--- config.mk ---
export PLATFORM = sky130hd
export DESIGN_NAME = turing_ctrl
export DESIGN_NICKNAME = d
export VERILOG_FILES = /design/src/rtl/turing_ctrl.sv
export SDC_FILE = /design/constraint.sdc
export NUM_CORES = 1
export LEC_CHECK = 0
export CAP_MARGIN = 20
export CORE_UTILIZATION = 40
export DETAILED_ROUTE_END_ITERATION = 10
export GPL_TIMING_DRIVEN = 0
export HOLD_SLACK_MARGIN = 0.06
export PLACE_DENSITY = 0.67
export SYNTH_ARGS = -nofsm -noshare
export SYNTH_HDL_FRONTEND = slang
export SYNTH_SLANG_ARGS = --single-unit
--- constraint.sdc ---
create_clock -name clk -period 3.3 [get_ports clk]
set_clock_uncertainty 0.2 [all_clocks]
set_input_delay 0.66 -clock clk [delete_from_list [all_inputs] [get_ports clk]]
set_output_delay 0.66 -clock clk [all_outputs]
set_load 0.005 [all_outputs]
--- src/rtl/turing_ctrl.sv ---
// turing_ctrl: sequencing controller and register-file tape for a unary-addition
// Turing datapath. A single head rewrites "A^m ADD A^n" into "A^(m+n)" one cell
// per clock, then sweeps the whole tape to count the A cells.
//
// Ports:
//   clk, rst_n           clock, asynchronous active-low reset
//   start_i              begin a run (accepted only in IDLE/DONE)
//   ld_we_i/ld_addr_i/ld_sym_i   tape load port (ignored while busy)
//   rd_addr_i/rd_sym_o   combinational debug read (BLANK beyond DEPTH)
//   busy_o, done_o, err_o        status; done/err are sticky until next start
//   result_o             number of A cells after the run
//   steps_o              cycles spent in SEEK..COUNT, saturating
module turing_ctrl #(
    parameter int unsigned DEPTH = 19,
    parameter int unsigned AW    = 5
) (
    input  logic          clk,
    input  logic          rst_n,
    input  logic          start_i,
    input  logic          ld_we_i,
    input  logic [AW-1:0] ld_addr_i,
    input  logic [1:0]    ld_sym_i,
    input  logic [AW-1:0] rd_addr_i,
    output logic [1:0]    rd_sym_o,
    output logic          busy_o,
    output logic          done_o,
    output logic          err_o,
    output logic [31:0]   result_o,
    output logic [15:0]   steps_o
);

    localparam logic [1:0]    SymA     = 2'b00;
    localparam logic [1:0]    SymAdd   = 2'b01;
    localparam logic [1:0]    SymBlank = 2'b10;
    localparam logic [1:0]    SymIll   = 2'b11;
    localparam logic [AW-1:0] LastCell = AW'(DEPTH - 1);

    typedef enum logic [2:0] {
        StIdle, StSeek, StScan, StFindEnd, StErase, StCount, StError, StDone
    } state_e;

    state_e        state_q;
    logic [1:0]    tape_q [DEPTH];
    logic [AW-1:0] head_q;
    logic          busy_q, done_q, err_q;
    logic [31:0]   result_q;
    logic [15:0]   steps_q;

    logic [1:0] head_sym;
    logic       at_last;
    logic       counting;

    always_comb begin
        head_sym = SymBlank;
        if (32'(head_q) < DEPTH) head_sym = tape_q[head_q];
        rd_sym_o = SymBlank;
        if (32'(rd_addr_i) < DEPTH) rd_sym_o = tape_q[rd_addr_i];
        at_last  = (head_q == LastCell);
        counting = (state_q == StSeek) || (state_q == StScan) || (state_q == StFindEnd) ||
                   (state_q == StErase) || (state_q == StCount);
    end

    always_ff @(posedge clk or negedge rst_n) begin
        if (!rst_n) begin
            state_q  <= StIdle;
            head_q   <= '0;
            busy_q   <= 1'b0;
            done_q   <= 1'b0;
            err_q    <= 1'b0;
            result_q <= '0;
            steps_q  <= '0;
            for (int i = 0; i < int'(DEPTH); i++) tape_q[i] <= SymBlank;
        end else begin
            if (counting && steps_q != 16'hFFFF) steps_q <= steps_q + 16'd1;
            unique case (state_q)
                StIdle, StDone: begin
                    // Load lands on the same edge as start, so the run sees it.
                    if (ld_we_i && 32'(ld_addr_i) < DEPTH) tape_q[ld_addr_i] <= ld_sym_i;
                    if (start_i) begin
                        head_q   <= '0;
                        steps_q  <= '0;
                        result_q <= '0;
                        done_q   <= 1'b0;
                        err_q    <= 1'b0;
                        busy_q   <= 1'b1;
                        state_q  <= StSeek;
                    end
                end
                StSeek: begin
                    // Every SEEK outcome moves right, so the last cell is an error.
                    if (head_sym == SymIll || at_last) begin
                        state_q <= StError;
                    end else begin
                        head_q <= head_q + 1'b1;
                        if (head_sym == SymA) begin
                            state_q <= StScan;
                        end else if (head_sym == SymAdd) begin
                            tape_q[head_q] <= SymA;
                            state_q        <= StFindEnd;
                        end
                    end
                end
                StScan: begin
                    if (head_sym == SymIll) begin
                        state_q <= StError;
                    end else if (head_sym == SymBlank) begin
                        head_q  <= '0;
                        state_q <= StCount;
                    end else if (at_last) begin
                        state_q <= StError;
                    end else begin
                        head_q <= head_q + 1'b1;
                        if (head_sym == SymAdd) begin
                            tape_q[head_q] <= SymA;
                            state_q        <= StFindEnd;
                        end
                    end
                end
                StFindEnd: begin
                    if (head_sym == SymIll) begin
                        state_q <= StError;
                    end else if (head_sym == SymBlank) begin
                        head_q  <= head_q - 1'b1;
                        state_q <= StErase;
                    end else if (at_last) begin
                        state_q <= StError;
                    end else begin
                        head_q <= head_q + 1'b1;
                    end
                end
                StErase: begin
                    // The merged run is one A too long; drop its rightmost cell.
                    tape_q[head_q] <= SymBlank;
                    head_q         <= '0;
                    state_q        <= StCount;
                end
                StCount: begin
                    if (head_sym == SymA) result_q <= result_q + 32'd1;
                    if (at_last) begin
                        head_q  <= '0;
                        done_q  <= 1'b1;
                        busy_q  <= 1'b0;
                        state_q <= StDone;
                    end else begin
                        head_q <= head_q + 1'b1;
                    end
                end
                StError: begin
                    err_q   <= 1'b1;
                    done_q  <= 1'b1;
                    busy_q  <= 1'b0;
                    state_q <= StDone;
                end
                default: state_q <= StIdle;
            endcase
        end
    end

    assign busy_o   = busy_q;
    assign done_o   = done_q;
    assign err_o    = err_q;
    assign result_o = result_q;
    assign steps_o  = steps_q;

endmodule

-- Word level (Yosys, flattened, before mapping)
Cells that the tools add are included.
- flip-flop bits (word level): 97
- logic and storage cells: 147
- $add $sub $neg: 4
- magnitude comparators: 8
- eq/ne operators: 23
- multiplexer cells: 55
- bitwise gates (word level): 8
- reductions and logical operators: 23
- operators with widths (operator ; count):
    $mux W38 ; 7
    $pmux W38 S4 ; 1
    $mux W32 ; 2
    $pmux W32 S2 ; 1
    $mux W16 ; 3
    $mux W5 ; 8
    $and A38 B38 Y38 ; 1
    $bwmux W38 ; 1
    $not A38 Y38 ; 1
    $mux W3 ; 11
    $add A32 B1 Y32 const B ; 1
    $pmux W5 S6 ; 1
    $pmux W3 S7 ; 1
    $bmux W2 S5 ; 2
    $demux W2 S5 ; 2
    $and A19 B19 Y19 ; 1
    $not A19 Y19 ; 1
    $or A19 B19 Y19 ; 1
    $ge A6 B6 Y1 const B ; 3
    $ne A2 B2 Y1 const B ; 9
    $not A5 Y6 ; 3
    $add A16 B1 Y16 const B ; 1
    $mux W2 ; 8
    $ne A16 B16 Y1 const B ; 1
    28 further kinds ; 50

-- Logic depth before layout (Yosys ltp)
Gate-level depths: netlist (run 1).
- depth after elaboration: 12
- depth in mapped cells: 13
- depth with buffers taken out: 10

-- Least setup slack after synthesis (run 1)
No wires, ideal clock.
- path type: input-to-output
- start point: input rd_addr_i[0]
- end point: output rd_sym_o[1]
- arrival: 2.221 ns
- required time: 2.440 ns
- slack: 0.219 ns
- stages: 4
- path through: clkbuf_1 -> mux4_2 -> mux4_2 -> o22a_1
- longest elaborated chain between the ends: 5
- elaborated cells on any way between the ends: 6
- ends and longest elaborated chain (what ; line ; source):
    start: declaration ; 23 ; input logic [AW-1:0] rd_addr_i,
    $not A5 Y6 (not written as such) ; 57 ; if (32'(rd_addr_i) < DEPTH) rd_sym_o = tape_q[rd_addr_i];
    $bmux W2 S5 ; 57 ;
    $mux W2 (not written as such) (2 in series) ; 57 ;
    $mux W2 * ; 57 ;
    end: declaration ; 24 ; output logic [1:0] rd_sym_o,
Every way passes the cells marked *; elsewhere a longest branch is shown, timed or not. The select of a mux whose other input is x is not followed.

==> impl_results.md, run 1 <==
* Count of cell types in the netlist at 74
* Clock insertion delay at the later pin of the skew report at ~0.36 ns
* GPL Wtd Cong at between 0.9 and 1
* Worst hold slack at 0.101 ns
* Met3 capacity usage during global routing at roughly 4.5%
* Total overflow reported by the global router at 0
* Class of the most critical hold timing path: in2async
* IO buf count at 67
* TritonRoute pass-1 iters at 5
* Layout filler cell count at about 1,500
* Std cell rows at 46
* Static leakage power at between 3 and 4 nW
* CTS tree: done
* Total standard cell area after synthesis at around 6500 um2
* Average routed wire per standard cell at 18.4 um
* Warnings from Yosys at 0
* Fraction of registers with async set/reset at 100%
* Post-synthesis instance total at approximately 760
* Busiest grt layer: met1
* Count of final hold-check violations at 0
* Via count of the first global-routing pass at 5,670
* Routed Antenna Nets at 0
* Layout cell share with drive strength beyond 1 at 14.8%
* Maximum number of pins on one net before global-route repair at 53
* Antenna diode count at 0
* Synthesis-stage register bit count at 97
* Worst endpoint data arrival time at approximately 3.3 ns
* Critical path peak fanout at 10
* DP Wirelength at between 10 and 15 mm
* Critical Path End Type: register
* Clk root buf: sky130_fd_sc_hd__clkbuf_16
* Mean Syn Cell Area at around 8.6 um2
* CTS hold repair buffers at 0
* CORE AREA at roughly 16,000 um2
* WL final at 19.5 mm
* Number of vias in the routed layout at about 6,300
* Met1 Usage GRT at between 30% and 40%
* Result of the run: complete, no violations
* Leading cell types in the layout, fill and taps excluded: 80 x sky130_fd_sc_hd__nor2_1, 77 x sky130_fd_sc_hd__dfrtp_1, 76 x sky130_fd_sc_hd__o21ai_0, 65 x sky130_fd_sc_hd__nand2_1, 62 x sky130_fd_sc_hd__clkdlybuf4s50_1
* Number of violations of the max-capacitance limit at 0
* Slew HR at a little under a third
* Most common cell after layout, fill and taps aside: sky130_fd_sc_hd__nor2_1
* Startpoint Class: register
* Post-DR vias/cell at ~6
* Total power divided by cell area at roughly 800 nW/um2
* Setup slack, reg-to-reg at roughly 0.052 ns
* Number of design-rule violations left by the first detailed-router iteration at ~580
* Ports at 69
* Number of enable flip-flop cells after synthesis at 0
* Antenna violations before repair at 0
* Actual slew at the worst max-slew pin at about 1.0 ns
* Register clock-pin slew on the reported worst setup and hold paths at 0.08 ns
* Clock H-tree levels at 3
* Width of the chip at 130 um
* Worst EP required at between 3 and 4 ns
* First-pass GRT wire length at roughly 30 mm
* Layout Nets at between 800 and 900
* Vert. Die Dim at around 130 um
* Sequential cell area fraction in the yosys report at a little under two fifths
* Fmax achieved at slightly above 300 MHz
* Maximum root-to-sink buffer count at 2
* Worst Path Class, Setup: reg2reg
* Finish-stage setup viols at 0
* Combined global-route utilization of all metal layers at about a quarter
* Final core utilization at between 50% and 60%
* Cell depth of the worst flop-to-flop path at 12
* Setup_tns at 0 ns
* Final worst-path cycle share at 98.4%
* Die Outline Area at between 15,000 and 20,000 um2
* RSZ-0062 raised after global routing: yes
* IR Drop Worst-Case VDD at 466 uV
* Nets in the synthesized netlist at 778
* Initial cell density of the core at between 40% and 50%
* Number of clock sinks at 97
* DRC violation count after routing at 0
* Leading register cell type out of synthesis: sky130_fd_sc_hd__dfrtp_1
* Synth-to-Final Area Change at 23.0%
* Cts bufs inserted at 9
* GRT met2 Usage at 34.4%
* Slew Limit Fails at 0
* Minimum clock period at between 3 and 4 ns
## per-layer routing
metal  part of all wire [%]  vias up
met5                      0        -
li1                       -     2940
met1                     45     3001
met2                     44      321
met4                    2.1        0
met3                    8.8       38
## where the power goes
part           total, mW  switching [mW]  internal [mW]  leakage (nW)
registers           1.87           0.320           1.55          1.25
clock network       1.06           0.509          0.549         0.147
logic               3.29            1.97           1.32          1.62
## through the flow
stage / setup slack, ns / cells / power [mW] / instance area (um2)
2_1_floorplan: 0.219 / 755 / 3.85 / 6500
3_3_place_gp: -2.43 / 1038 / 4.83 / 7440
3_5_place_dp: -1.17 / 1039 / 4.84 / 7470
4_1_cts: 0.0213 / 1060 / 5.98 / 7860
5_1_grt: -0.0430 / 1062 / 6.59 / 8000
6_report: 0.0521 / 1062 / 6.22 / 8000
## cell families (layout without fill, tap and decap cells)
family	count (synthesis)	in the layout	synth area share, %
mux	42	42	9.43
buf+inv	71	162	4.60
simple gates	285	285	21.7
fa+ha+maj	7	7	1.35
xor+xnor	27	27	3.64
flops	97	97	37.7
compound gates	226	226	21.6
## final cells by class
class / instances / area (um2) / share of cell area, %
multi-input combinational: 587 / 3850 / 48.1
clock buffer: 10 / 239 / 2.99
tap: 216 / 270 / 3.38
clock inverter: 6 / 60.1 / 0.751
timing repair buffer: 76 / 766 / 9.57
sequential: 97 / 2450 / 30.7
inverter: 22 / 83.8 / 1.05
buffer: 48 / 278 / 3.47
## Yosys cell counts, drive strengths merged (4+ instances only)
cell | count | area (um2)
mux4 | 13 | 300
a22oi | 9 | 67.6
xor2 | 7 | 61.3
or3 | 23 | 144
inv | 21 | 78.8
and3 | 4 | 25.0
nand3 | 34 | 175
and2 | 12 | 75.1
nor3 | 19 | 95.1
a21oi | 45 | 225
nor3b | 10 | 95.1
a31oi | 20 | 125
dfrtp | 78 | 1950
o31ai | 5 | 37.5
clkbuf | 35 | 131
nand4 | 8 | 50.1
o211ai | 4 | 30.0
nor2 | 81 | 304
buf | 14 | 85.1
xnor2 | 20 | 175
mux2 | 18 | 203
o21ai | 86 | 430
and4 | 4 | 35.0
mux2i | 11 | 110
dfstp | 19 | 499
a32oi | 4 | 35.0
a22o | 5 | 43.8
o22ai | 11 | 68.8
ha | 7 | 87.6
nand2 | 66 | 250
nor2b | 10 | 62.6
nand2b | 6 | 37.5
## final timing paths
check | from | endpoint
max | head_q[0]$_DFFE_PN0P_ | register
max reg2reg | head_q[0]$_DFFE_PN0P_ | register
min | rst_n | result_o[21]$_DFFE_PN0P_
min reg2reg | register | register
min in group clk | register | register
max in group asynchronous | rst_n | async pin
## critical path, stage by stage, from the launching register on
cell                      delay (ns)
sky130_fd_sc_hd__dfrtp_2        0.43
sky130_fd_sc_hd__buf_12         0.12
sky130_fd_sc_hd__mux4_1         0.53
sky130_fd_sc_hd__and2_1         0.19
sky130_fd_sc_hd__o21ai_2        0.15
sky130_fd_sc_hd__and3_4         0.21
sky130_fd_sc_hd__buf_8          0.14
sky130_fd_sc_hd__a31oi_4        0.11
sky130_fd_sc_hd__a21o_1         0.24
sky130_fd_sc_hd__or3_1          0.36
sky130_fd_sc_hd__buf_4          0.17
sky130_fd_sc_hd__buf_4          0.17
sky130_fd_sc_hd__o21ai_1        0.14
## repair_timing
item / 4_1_cts / 5_1_grt
buffers inserted: 5 / 2
pin swaps: 0 / 2
endpoints found under the hold margin: 0 / 0
resized for setup: 30 / 30
endpoints found under the setup margin: 59 / 54
(Power assumes the default switching activity.)
==> inputs of run 2 (changes only) <==
Settings changed: CTS_BUF_LIST set to sky130_fd_sc_hd__clkbuf_2.
==> impl_results.md, run 2 (same netlist as run 1, synthesis figures left out) <==
* Result of the run: complete, no violations (unchanged)
* Clk root buf: sky130_fd_sc_hd__clkbuf_2 (was sky130_fd_sc_hd__clkbuf_16)
* Ports at 69 (unchanged)
* IO buf count at 67 (unchanged)
* Total chip power at 5.69 mW (was 6.22 mW)
* Layout cell share with drive strength beyond 1 at 14.6% (was 14.8%)
* Average routed wire per standard cell at 18.1 um (was 18.4 um)
* GPL Wtd Cong at 0.952 (unchanged)
* Cell internal power dissipation at 2.97 mW (was 3.42 mW)
* Final worst-path cycle share at 98.4% (about the same)
* Switching pwr at 2.72 mW (was 2.79 mW)
* DRC violation count after routing at 0 (unchanged)
* Number of design-rule violations left by the first detailed-router iteration at 664 (was 577)
* Worst endpoint data arrival time at 3.64 ns (was 3.33 ns)
* Cts bufs inserted at 9 (unchanged)
* WL final at 19.3 mm (was 19.5 mm)
* Total power divided by cell area at 733 nW/um2 (was 777 nW/um2)
* Worst setup slack before clock tree synthesis at -1.17 ns (unchanged)
* Actual slew at the worst max-slew pin at 1.03 ns (was 1.04 ns)
* Combinational share of power at 57.1% (was 52.9%)
* Worst EP required at 3.69 ns (was 3.38 ns)
* Maximum root-to-sink buffer count at 2 (unchanged)
* Number of vias in the routed layout at 6,231 (was 6,300)
* Number of violations of the max-capacitance limit at 0 (unchanged)
* Clock insertion delay at the later pin of the skew report at 0.66 ns (was 0.36 ns)
* Number of clock sinks at 97 (unchanged)
* Initial cell density of the core at 40.9% (unchanged)
* Antenna violations before repair at 1 (was 0)
* CTS tree: done (unchanged)
* Slew Limit Fails at 0 (unchanged)
* Post-DR vias/cell at 5.84 (was 5.93)
* Cell chain of the critical path: buf_4, mux4_1, and2_1, o21ai_2, and3_4, buf_6, a31oi_2, a21o_1, or3_1, buf_2, buf_4, o21ai_1 (was buf_12, mux4_1, and2_1, o21ai_2, and3_4, buf_8, a31oi_4, a21o_1, or3_1, buf_4, buf_4, o21ai_1)
* IR Drop Worst-Case VDD at 330 uV (was 466 uV)
* Finish-stage setup viols at 0 (unchanged)
* Fmax achieved at 308 MHz (about the same)
* Count of final hold-check violations at 0 (unchanged)
* Total overflow reported by the global router at 0 (unchanged)
* Register clock-pin slew on the reported worst setup and hold paths at 0.28 ns (was 0.08 ns)
* Via count of the first global-routing pass at 5,608 (was 5,670)
* Vert. Die Dim at 130 um (unchanged)
* Leading cell types in the layout, fill and taps excluded: 80 x sky130_fd_sc_hd__nor2_1, 76 x sky130_fd_sc_hd__o21ai_0, 76 x sky130_fd_sc_hd__dfrtp_1, 65 x sky130_fd_sc_hd__nand2_1, 62 x sky130_fd_sc_hd__clkdlybuf4s50_1 (was 80 x sky130_fd_sc_hd__nor2_1, 77 x sky130_fd_sc_hd__dfrtp_1, 76 x sky130_fd_sc_hd__o21ai_0, 65 x sky130_fd_sc_hd__nand2_1, 62 x sky130_fd_sc_hd__clkdlybuf4s50_1)
* Static leakage power at 2.94 nW (was 3.02 nW)
* First-pass GRT wire length at 30.3 mm (was 30.5 mm)
* Highest cell delay on the worst timing path at 0.54 ns (was 0.53 ns)
* Critical Path End Type: register (unchanged)
* DP Wirelength at 14.0 mm (unchanged)
* Most common cell after layout, fill and taps aside: sky130_fd_sc_hd__nor2_1 (unchanged)
* Switch share at 47.8% (was 45.0%)
* Width of the chip at 130 um (unchanged)
* Layout Nets at 868 (was 864)
* TritonRoute pass-1 iters at 5 (unchanged)
* Crit-path most repeated cell: sky130_fd_sc_hd__buf_4 (unchanged)
* Combined global-route utilization of all metal layers at 23.6% (was 23.8%)
* Clock H-tree levels at 3 (unchanged)
* Routed Antenna Nets at 0 (unchanged)
* Fraction of power consumed by sequential logic at 32.6% (was 30.1%)
* Worst Path Class, Setup: reg2reg (unchanged)
* Layout filler cell count at 1,571 (was 1,518)
* Startpoint Class: register (unchanged)
* Synth-to-Final Area Change at 19.3% (was 23.0%)
* Critical path peak fanout at 10 (unchanged)
* RSZ-0062 raised after global routing: yes (unchanged)
* Minimum clock period at 3.25 ns (about the same)
* Portion of total power attributed to the clock network at 10.4% (was 17.0%)
* Die Outline Area at 16,800 um2 (unchanged)
* CORE AREA at 15,900 um2 (unchanged)
* Maximum number of pins on one net before global-route repair at 53 (unchanged)
* Worst Slack Setup Final at 0.0517 ns (was 0.0521 ns)
* Slowest stage cell, crit path: sky130_fd_sc_hd__mux4_1 (unchanged)
* Slew HR at 31.1% (was 30.3%)
* Class of the most critical hold timing path: in2reg (was in2async)
* Std cell rows at 46 (unchanged)
## run 2: worst paths after layout
path / start / endpoint / slack (ns) / cells past startpoint
worst min register to register: register / register / 0.33 / 1
max in group asynchronous: rst_n / async pin / 1.81 / 3
worst max-delay path: head_q[0]$_DFFE_PN0P_ / register / 0.05 / 12
min in group asynchronous: rst_n / result_o[18]$_DFFE_PN0P_ / 0.28 / 2
worst max register to register: head_q[0]$_DFFE_PN0P_ / register / 0.05 / 12
worst min-delay path: ld_addr_i[2] / register / 0.26 / 3
## run 2: cell type report
| cell class | count | area, um2 | share of cell area (%) |
|---|---|---|---|
| Multi-Input combinational cell | 587 | 3810 | 49.1 |
| Sequential cell | 97 | 2450 | 31.6 |
| Timing Repair Buffer | 80 | 772 | 9.95 |
| Tap cell | 216 | 270 | 3.48 |
| Buffer | 48 | 262 | 3.37 |
| Inverter | 22 | 83.8 | 1.08 |
| Clock inverter | 7 | 63.8 | 0.822 |
| Clock buffer | 9 | 45.0 | 0.581 |
| Antenna cell | 1 | 2.50 | 0.0323 |
## run 2: what timing repair did
| item | 4_1_cts | 5_1_grt |
|---|---|---|
| gates cloned | 0 | 0 |
| hold buffers | 1 | 0 |
| hold endpoints to repair | 45 | 0 |
| resized for setup | 30 | 20 |
| pin swaps | 0 | 2 |
| setup buffers | 6 | 4 |
| endpoints found under the setup margin | 56 | 49 |
## run 2: routing by layer
layer	up-vias	wire, um	share of wire (%)	GRT usage (%)
met2	250	8340	43	34.3
met1	3006	8950	46	34.4
li1	2941	-	-	-
met3	34	1610	8.3	5.04
met4	0	407	2.1	8.55
met5	-	0	0	0
## run 2: metrics by stage
| step | TNS (ns) | hold WS, ns | area [um2] | util [%] | instances |
|---|---|---|---|---|---|
| 3_5_place_dp | -11.69 | 0.301 | 7470 | 47.0 | 1039 |
| 2_1_floorplan | 0 | 0.164 | 6500 | - | 755 |
| 3_3_place_gp | -223.86 | 0.297 | 7440 | 46.9 | 1038 |
| 4_1_cts | -0.0804 | 0.244 | 7690 | 48.4 | 1062 |
| 6_report | 0 | 0.262 | 7760 | 48.8 | 1067 |
| 5_1_grt | -0.0999 | 0.303 | 7760 | 48.8 | 1067 |
## run 2: power groups by stage
stage          clock [mW]  combinational [mW]  sequential (mW)
2_1_floorplan           0                2.08             1.77
3_3_place_gp            0                2.97             1.86
3_5_place_dp            0                2.97             1.87
4_1_cts             0.595                3.06             1.84
5_1_grt             0.638                3.52             1.89
6_report            0.590                3.25             1.85
## run 2: worst max-delay path, delay by kind of cell (launching register included)
kind            cells  cell delay [ns]
flops               1             0.44
buf+inv             4             0.64
simple gates        3             0.75
compound gates      4             0.65
mux                 1             0.54
==> inputs of run 3 (changes only) <==
Settings changed: CORE_UTILIZATION 40 to 48, CTS_BUF_LIST sky130_fd_sc_hd__clkbuf_2 to unset, PLACE_DENSITY 0.67 to 0.76.
==> impl_results.md, run 3 (same netlist as run 1, synthesis figures left out) <==
* Cts bufs inserted at 9 (unchanged)
* Leading cell types in the layout, fill and taps excluded: 80 x sky130_fd_sc_hd__nor2_1, 77 x sky130_fd_sc_hd__dfrtp_1, 75 x sky130_fd_sc_hd__o21ai_0, 65 x sky130_fd_sc_hd__nand2_1, 62 x sky130_fd_sc_hd__clkdlybuf4s50_1 (was 80 x sky130_fd_sc_hd__nor2_1, 76 x sky130_fd_sc_hd__o21ai_0, 76 x sky130_fd_sc_hd__dfrtp_1, 65 x sky130_fd_sc_hd__nand2_1, 62 x sky130_fd_sc_hd__clkdlybuf4s50_1)
* Finished Cell Area at 7920 um2 (was 7760 um2)
* Number of violations of the max-capacitance limit at 0 (unchanged)
* Slowest stage cell, crit path: sky130_fd_sc_hd__mux4_2 (was sky130_fd_sc_hd__mux4_1)
* Initial cell density of the core at 49.1% (was 40.9%)
* Slew HR at 35.9% (was 31.1%)
* Start of the worst register-to-register path: head_q[0]$_DFFE_PN0P_ (unchanged)
* Cell chain of the critical path: buf_6, clkbuf_16, mux4_2, mux4_2, o22a_1, dlygate4sd2_1 (was buf_4, mux4_1, and2_1, o21ai_2, and3_4, buf_6, a31oi_2, a21o_1, or3_1, buf_2, buf_4, o21ai_1)
* Width of the chip at 118 um (was 130 um)
* Synth-to-Final Area Change at 21.8% (was 19.3%)
* Kind of cell adding the most delay to the critical path: multiplexers (was simple AND/OR/NAND/NOR gates)
* Clock H-tree levels at 3 (unchanged)
* Number of design-rule violations left by the first detailed-router iteration at 646 (was 664)
* Clock insertion delay at the later pin of the skew report at 0.36 ns (was 0.66 ns)
* Startpoint Class: primary input (was register)
* IO buf count at 67 (unchanged)
* Buffers & Inverters on Critical Path at 3 (was 4)
* Average routed wire per standard cell at 18.7 um (was 18.1 um)
* CTS tree: done (unchanged)
* Worst endpoint data arrival time at 2.37 ns (was 3.64 ns)
* Register clock-pin slew on the reported worst setup and hold paths at 0.07 ns (was 0.28 ns)
* Actual slew at the worst max-slew pin at 0.960 ns (was 1.03 ns)
* Non-Filler Instances at 1,024 (was 1,067)
* Worst EP required at 2.44 ns (was 3.69 ns)
* Cell Count Post-Placement at 999 (was 1,039)
* Result of the run: complete, no violations (unchanged)
* Total chip power at 6.22 mW (was 5.69 mW)
* Class of the most critical hold timing path: reg2reg (was in2reg)
* Setup slack, reg-to-reg at 0.08 ns (was 0.05 ns)
* Final core utilization at 59.8% (was 48.8%)
* GPL Wtd Cong at 0.960 (was 0.952)
* Startpoint of the most critical setup path: rd_addr_i[0] (was head_q[0]$_DFFE_PN0P_)
* Std cell rows at 42 (was 46)
* DRC violation count after routing at 0 (unchanged)
* Via count of the first global-routing pass at 5,869 (was 5,608)
* Cell depth of the worst flop-to-flop path at 10 (was 12)
* Total power divided by cell area at 786 nW/um2 (was 733 nW/um2)
* Clk root buf: sky130_fd_sc_hd__clkbuf_16 (was sky130_fd_sc_hd__clkbuf_2)
* Final worst-path cycle share at 97.7% (was 98.4%)
* Setup_tns at 0 ns (unchanged)
* Finish-stage setup viols at 0 (unchanged)
* Total cell area at the placement stage at 7420 um2 (was 7470 um2)
* Antenna diode count at 0 (was 1)
* Combined global-route utilization of all metal layers at 28.0% (was 23.6%)
* Maximum number of pins on one net before global-route repair at 67 (was 53)
* Number of clock sinks at 97 (unchanged)
* Worst path depth at 6 (was 12)
* Critical Path End Type: output pin (was register)
* Layout Nets at 866 (was 868)
* DP Wirelength at 13.7 mm (was 14.0 mm)
* Slew Limit Fails at 0 (unchanged)
* Count of final hold-check violations at 0 (unchanged)
* WL final at 19.1 mm (was 19.3 mm)
* Total overflow reported by the global router at 0 (unchanged)
* Most common cell after layout, fill and taps aside: sky130_fd_sc_hd__nor2_1 (unchanged)
* Crit-path most repeated cell: sky130_fd_sc_hd__mux4_2 (was sky130_fd_sc_hd__buf_4)
* Highest cell delay on the worst timing path at 0.49 ns (was 0.54 ns)
* CORE AREA at 13,200 um2 (was 15,900 um2)
* Ports at 69 (unchanged)
* Critical path peak fanout at 7 (was 10)
* IR Drop Worst-Case VDD at 392 uV (was 330 uV)
* Die Outline Area at 14,000 um2 (was 16,800 um2)
* Layout cell share with drive strength beyond 1 at 14.2% (was 14.6%)
* Vert. Die Dim at 118 um (was 130 um)
* Worst Path Class, Setup: in2out (was reg2reg)
* Crit path capture: rd_sym_o[1]
* Routed Antenna Nets at 0 (unchanged)
* Maximum root-to-sink buffer count at 2 (unchanged)
* First-pass GRT wire length at 30.8 mm (was 30.3 mm)
* TritonRoute pass-1 iters at 5 (unchanged)
* Number of vias in the routed layout at 6,339 (was 6,231)
* Antenna violations before repair at 0 (was 1)
* Fmax achieved at 310 MHz (was 308 MHz)
* Minimum clock period at 3.23 ns (was 3.25 ns)
* Post-DR vias/cell at 6.19 (was 5.84)
* Static leakage power at 3.01 nW (was 2.94 nW)
-- run 3: worst min path at each step --
stage	to	cells after the start
CTS	register	2
floorplan	async pin	0
global route	register	2
global placement	register	2
detailed placement	register	2
finish	register	2
-- run 3: report_power, final --
part / switching, mW / internal (mW) / total [mW] / leakage, nW
combinational: 1.96 / 1.30 / 3.26 / 1.61
sequential: 0.330 / 1.55 / 1.88 / 1.25
clock: 0.486 / 0.595 / 1.08 / 0.144
-- run 3: through the flow --
step                      worst slack (ns)  hold WS (ns)
final                               0.0747         0.311
after global routing               -0.0141         0.335
after CTS                        -0.000658         0.311
after detailed placement             -1.16         0.301
after global placement               -2.33         0.301
after floorplan                      0.219         0.164
-- run 3: per-layer routing --
layer / up-vias / routed length [um] / global-route usage [%]
met5: - / 0 / 0
met4: 0 / 550 / 12.7
met3: 50 / 1750 / 5.94
met2: 326 / 8510 / 42.0
met1: 3017 / 8300 / 38.8
li1: 2946 / - / -
-- run 3: area by class of cell --
type                    count  area (um2)
fillers                  1165        5320
plain buffers              48         272
clock inverters             5        65.1
flip-flops and latches     97        2450
repair buffers             78         767
inverters                  22        83.8
multi-input cells         587        3830
clock buffers              11         233
well taps                 176         220
-- run 3: worst reg2reg max path, delay by kind of cell, from the launching register on --
kind                   cells  cell delay, ns
AO/OA/AOI/OAI              5            1.11
flip-flops                 1            0.44
multiplexers               1            0.52
AND/OR/NAND/NOR            1            0.21
buffers and inverters      3            0.65
-- run 3: timing repair --
item	in CTS	in global routing
buffers inserted	2	6
hold endpoints to repair	5	0
pin swaps	0	4
resized for setup	29	26
setup endpoints to repair	62	61
hold buffers	1	0
